$ cat config.mk
export PLATFORM = sky130hd
export DESIGN_NAME = pc_fetch_unit
export DESIGN_NICKNAME = d
export VERILOG_FILES = /design/src/rtl/pc_fetch_unit.sv
export SDC_FILE = /design/constraint.sdc
export NUM_CORES = 1
export LEC_CHECK = 0
export CAP_MARGIN = 20
export CORE_UTILIZATION = 42
export CTS_CLUSTER_DIAMETER = 120
export CTS_CLUSTER_SIZE = 10
export DETAILED_ROUTE_END_ITERATION = 10
export PLACE_DENSITY = 0.94
export SLEW_MARGIN = 40
export SYNTH_ARGS = -nofsm -noshare
export SYNTH_HDL_FRONTEND = slang
export SYNTH_SLANG_ARGS = --single-unit
$ cat constraint.sdc
create_clock -name clk -period 3.21 [get_ports clk]
set_input_delay 0.642 -clock clk [delete_from_list [all_inputs] [get_ports clk]]
set_output_delay 0.642 -clock clk [all_outputs]
set_load 0.02 [all_outputs]
$ cat src/rtl/pc_fetch_unit.sv
// KGP-RISC program counter and instruction-fetch sequencer (FETCH -> WAIT -> ISSUE -> NEXT).
// Optional WAIT-state timeout fault is enabled by defining FETCH_TIMEOUT_EN.
module pc_fetch_unit #(
  parameter logic [31:0] RESET_PC       = 32'h0000_0000,
  parameter int unsigned TIMEOUT_CYCLES = 16
) (
  input  logic        clk,
  input  logic        rst,
  input  logic        halt,
  output logic        imem_req,
  output logic [31:0] imem_addr,
  input  logic        imem_ack,
  input  logic [31:0] imem_rdata,
  output logic        instr_valid,
  output logic [31:0] instr,
  input  logic        instr_ready,
  output logic [31:0] pc,
  output logic [31:0] pc_plus4,
  input  logic        npc_valid,
  input  logic [31:0] npc,
  output logic        fault,
  output logic [1:0]  fault_code
);

  typedef enum logic [2:0] {
    S_RESET = 3'd0,
    S_FETCH = 3'd1,
    S_WAIT  = 3'd2,
    S_ISSUE = 3'd3,
    S_NEXT  = 3'd4,
    S_FAULT = 3'd5
  } state_e;

  state_e      state_q, state_d;
  logic [31:0] pc_q, pc_d;
  logic [31:0] instr_q, instr_d;
  logic        req_q, req_d;
  logic        valid_q, valid_d;
  logic        fault_q, fault_d;
  logic [1:0]  code_q, code_d;

`ifdef FETCH_TIMEOUT_EN
  localparam int unsigned CW = $clog2(TIMEOUT_CYCLES + 1);
  logic [CW-1:0] cnt_q, cnt_d;
  logic [CW-1:0] cnt_inc;
  assign cnt_inc = cnt_q + 1'b1;
`endif

  always_comb begin
    state_d = state_q;
    pc_d    = pc_q;
    instr_d = instr_q;
    req_d   = 1'b0;
    valid_d = valid_q;
    fault_d = fault_q;
    code_d  = code_q;
`ifdef FETCH_TIMEOUT_EN
    cnt_d   = cnt_q;
`endif
    case (state_q)
      S_RESET: begin
        if (!halt) begin
          state_d = S_FETCH;
          req_d   = 1'b1;
        end
      end
      // A halted FETCH holds req low; once halt drops the request is raised for one cycle.
      S_FETCH: begin
        if (req_q) begin
          state_d = S_WAIT;
`ifdef FETCH_TIMEOUT_EN
          cnt_d   = '0;
`endif
        end else if (!halt) begin
          req_d = 1'b1;
        end
      end
      S_WAIT: begin
        if (imem_ack) begin
          instr_d = imem_rdata;
          valid_d = 1'b1;
          state_d = S_ISSUE;
        end
`ifdef FETCH_TIMEOUT_EN
        else if (cnt_inc == CW'(TIMEOUT_CYCLES)) begin
          fault_d = 1'b1;
          code_d  = 2'b10;
          state_d = S_FAULT;
        end else begin
          cnt_d = cnt_inc;
        end
`endif
      end
      S_ISSUE: begin
        if (instr_ready) begin
          valid_d = 1'b0;
          state_d = S_NEXT;
        end
      end
      S_NEXT: begin
        if (npc_valid) begin
          if (npc[1:0] == 2'b00) begin
            pc_d    = npc;
            state_d = S_FETCH;
            req_d   = !halt;
          end else begin
            fault_d = 1'b1;
            code_d  = 2'b01;
            state_d = S_FAULT;
          end
        end
      end
      S_FAULT: ;
      default: state_d = S_RESET;
    endcase
  end

  always_ff @(posedge clk or posedge rst) begin
    if (rst) begin
      state_q <= S_RESET;
      pc_q    <= RESET_PC;
      instr_q <= '0;
      req_q   <= 1'b0;
      valid_q <= 1'b0;
      fault_q <= 1'b0;
      code_q  <= 2'b00;
`ifdef FETCH_TIMEOUT_EN
      cnt_q   <= '0;
`endif
    end else begin
      state_q <= state_d;
      pc_q    <= pc_d;
      instr_q <= instr_d;
      req_q   <= req_d;
      valid_q <= valid_d;
      fault_q <= fault_d;
      code_q  <= code_d;
`ifdef FETCH_TIMEOUT_EN
      cnt_q   <= cnt_d;
`endif
    end
  end

  assign imem_req    = req_q;
  assign imem_addr   = pc_q;
  assign pc          = pc_q;
  assign pc_plus4    = pc_q + 32'd4;
  assign instr       = instr_q;
  assign instr_valid = valid_q;
  assign fault       = fault_q;
  assign fault_code  = code_q;

endmodule

======== After elaboration in Yosys (flattened, before gate mapping) ========
Index checks and enable logic that the tools add are counted.
storage, ports and cells
  memory bits (writable) .................. 0
  ROM bits ................................ 0
  output and inout bits ................... 133
  bits in latches ......................... 0
  flip-flop bits (word level) ............. 70
  input port bits ......................... 70
  logic and storage cells ................. 43
  memories kept ........................... 0
operators by class
  magnitude comparators ................... 0
  $mul .................................... 0
  divide/modulo/power cells ............... 0
  bitwise logic cells ..................... 2
  multiplexer cells ....................... 15
  shift operators ......................... 0
  equal/unequal tests ..................... 10
  add/subtract/negate cells ............... 1
  reductions and logical operators ........ 9
operators with widths
  kind                   count
  $add 32x3->32 const B  1
  $mux 3                 6
  $pmux 3 s6             1
  $ne 2x2->1 const B     5
  $reduce_and 3->1       3
  $eq 3x2->1 const B     2
  $eq 3x3->1 const B     2
  $mux 1                 6
  $reduce_and 6->1       1
  $eq 3x1->1 const B     1
  $logic_not 3->1        1
  $pmux 1 s3             1
  $logic_not 2->1        1
  $not 1->1              2
  $pmux 1 s2             1
  $reduce_and 2->1       1
  $reduce_bool 2->1      1
  $logic_not 1->1        1

======== Depth between registers and ports, before layout ========
  depth in word-level cells ............... 4
  depth in mapped cells ................... 5
  depth with buffers taken out ............ 5

======== Worst setup path after synthesis ========
OpenSTA, ideal clock, no wires.
  kind .................................... register to output
  from .................................... reg pc_q[15], in the netlist imem_addr[15]
  to ...................................... out pc_plus4[21]
  setup slack ............................. 0.913 ns
  data required time ...................... 2.568 ns
  stages on the path, launching flop included .. 5
  path buffers ............................ 0
  data arrival time ....................... 1.655 ns
  cell sequence ........................... dfrtp_1 -> nand4_1 -> nor3_1 -> nand4_1 -> xnor2_1
on the way
  longest elaborated chain between the ends .. 1
ends and longest elaborated chain
  item                      RTL line  source
  start: declaration        35        logic [31:0] pc_q, pc_d;
  start signal: assignment  132       pc_q <= pc_d;
  $add 32x3->32             147       assign pc_plus4 = pc_q + 32'd4;
  end: declaration          18        output logic [31:0] pc_plus4,
No other way between the ends.

======== Worst setup path after layout ========
  from .................................... reg pc_q[5], in the netlist imem_addr[5]
  to ...................................... out pc_plus4[12]
Same word-level chain as after synthesis.

==> metrics.csv <==
metric,value,unit
outcome,completed,
core,8340,um^2
finalPower,5.61,mW
synthTopCellsByArea,"dfrtp_1 48%, mux2_4 11%, mux2_2 11%",
synth_top_family_by_area,multiplexers,
cts.htree.levels,3,
cts_tree,built,
synth_area_per_cell,12.7,um^2
insertion_delay,0.34,ns
startpoint_type,flop,
worst-path-max-fanout,9,
initial_core_util,0.438,
synth-seq-cells,70,
synth_fa_ha_area_frac,0.00342,
hold_class,reg -> reg,
die_h,95.3,um
grt_start_max_net_pins,33,
syn_nets,360,
post-route-period-util,0.967,
layout_common_cells,"198 x clkdlybuf4s50_1, 62 x dfrtp_1, 35 x mux2_2",
area_growth_syn_to_layout,58.6,%
synth_area,3660,um^2
yosysWarnings,0,
rrSetupSlack,1.23,ns
grt_use_total,0.217,
clock_skew,0.0125,ns
path_clk_slew,0.07,ns
pin_count,203,
cts_sinks,70,
fin_crit,3.11,ns
ant_nets,0,
placed_area,5510,um^2
min_to,instr[7]$_DFFE_PP0P_,
hold_start,instr[7]$_DFFE_PP0P_,
synthFlopType,dfrtp_1,
synth_top_cell_by_area,dfrtp_1,
async_reset_ff_frac,1.00,
ir_drop,577,uV
synth-simple-area-share,0.110,
final_cell_area,5800,um^2
timing.rr.end,imem_addr[15]$_DFFE_PP0P_,
rsz0062_at_grt,true,
placementRows,33,
antenna_found_initial,0,
root_buffer,clkbuf_8,
cp.arrival,2.46,ns
crit_path_end_kind,primary output,
synth_enable_flop_cells,0,
required,2.57,ns
drc,0,
whs_path_depth,1,
nFillCells,598,
ys_seq_area_frac,0.479,
dpl.hpwl,7370,um
synth.distinct_cells,33,
vias_per_cell,5.00,
port_buffers,201,
power.density,967,nW/um^2
setup_slack,0.105,ns
post_drt_wl_per_cell,17.2,um
nets,535,
numCtsBuffers,9,
mostFrequentLayoutCell,clkdlybuf4s50_1,
yosys-mux-area-fraction,0.219,
routabilityCongestion,0.817,
grt_first_pass_wirelength,14800,um
vias,2868,
worst-setup-path-type,reg -> out,
finalMaxSlewViolations,0,
overflow,0,
timing.rr.start,state_q[1]$_DFFE_PP0P_,
cap_violations,0,
die-area,9080,um^2
setup_violations,0,
fmax,0.322,GHz
diodes,0,
fp.dieW,95.3,um
cts_buffer_depth,2,
syn_inst,289,
first_pass_iters,4,
p_leak,2.53,nW
drive_above_1_share,0.228,
dp_slack,0.318,ns
drt_wl_total,9890,um
yosysTopAreaCellShare,0.479,
synth_compound_area_frac,0.0226,
postCtsHoldBufs,0,
synth_xor_area_frac,0.0671,
r2r_cells,5,
grt_pass1_vias,2958,
finalHoldViolCount,0,
drtIter0Drc,97,
[cell usage after synthesis, types with 3 or more instances]
library cell / count
a21oi_1: 5
and2_1: 4
and4_1: 5
buf_4: 36
buf_6: 7
dfrtp_1: 70
inv_1: 3
mux2_2: 35
mux2_4: 27
nand2_1: 14
nand3_1: 9
nand4_1: 8
nor2_1: 7
nor3_1: 7
nor3b_2: 3
o21ai_0: 3
xnor2_1: 16
xor2_1: 12
[critical path, cell delays in order (launching register included)]
cell and delay, ns:
dfrtp_1 0.50, nand4_1 0.31, nor2_2 0.34, nand4_1 0.16
xnor2_1 0.17, clkdlybuf4s50_1 0.66
[repair_timing]
item / CTS / global route
gates resized for setup: 0 / 18
setup endpoints to repair: 1 / 16
pin swaps: 0 / 1
setup buffers: 1 / 0
[registers in the layout, indices dropped and copies added (netlist names)]
signal	flops
instr_valid	1
instr	32
fault_code	1
state_q	3
imem_addr	32
imem_req	1
[per-stage QoR]
stage | hold WS [ns] | setup TNS, ns | util | cells
final | 0.510 | 0 | 0.695 | 574
after global routing | 0.533 | -0.0699 | 0.695 | 574
after CTS | 0.514 | 0 | 0.689 | 574
after detailed placement | 0.494 | 0 | 0.660 | 557
after global placement | 0.488 | 0 | 0.660 | 557
after floorplan | 0.521 | 0 | - | 289
[worst max path at each step]
stage	depth (start not counted)	to	from
after floorplan	1	fault_code[0]$_DFFE_PP0P_	rst
after global placement	6	pc_plus4[26]	imem_addr[2]$_DFFE_PP0P_
after detailed placement	6	pc_plus4[22]	imem_addr[2]$_DFFE_PP0P_
after CTS	5	pc_plus4[21]	imem_addr[15]$_DFFE_PP0P_
after global routing	5	pc_plus4[11]	imem_addr[5]$_DFFE_PP0P_
final	5	pc_plus4[12]	imem_addr[5]$_DFFE_PP0P_
[per-layer routing]
layer / up-vias / global-route usage / share of wire
li1: 1325 / - / -
met1: 1418 / 0.258 / 0.39
met2: 111 / 0.379 / 0.53
met3: 14 / 0.0558 / 0.066
met4: 0 / 0.0745 / 0.015
met5: - / 0 / 0
[layout make-up]
cell class              instances  area [um^2]  share of cell area
inverters                       3         11.3             0.00194
flip-flops and latches         70         1760               0.304
well taps                     105          131              0.0227
clock buffers                  10          138              0.0237
repair buffers                207         2080               0.358
multi-input cells             173         1590               0.274
clock inverters                 6         93.8              0.0162
[logic make-up after synthesis]
group,after synthesis
compound gates,13
mux,62
simple gates,68
fa+ha+maj,1
xor+xnor,28
flops,70
other cells,1
buf+inv,46
[power by group]
part / leakage (nW) / total, mW / switching, mW / internal (mW)
Sequential: 0.877 / 1.68 / 0.429 / 1.26
Combinational: 1.54 / 3.11 / 1.43 / 1.68
Clock: 0.113 / 0.817 / 0.353 / 0.464
Note: power is estimated with default switching activity, not from simulation.
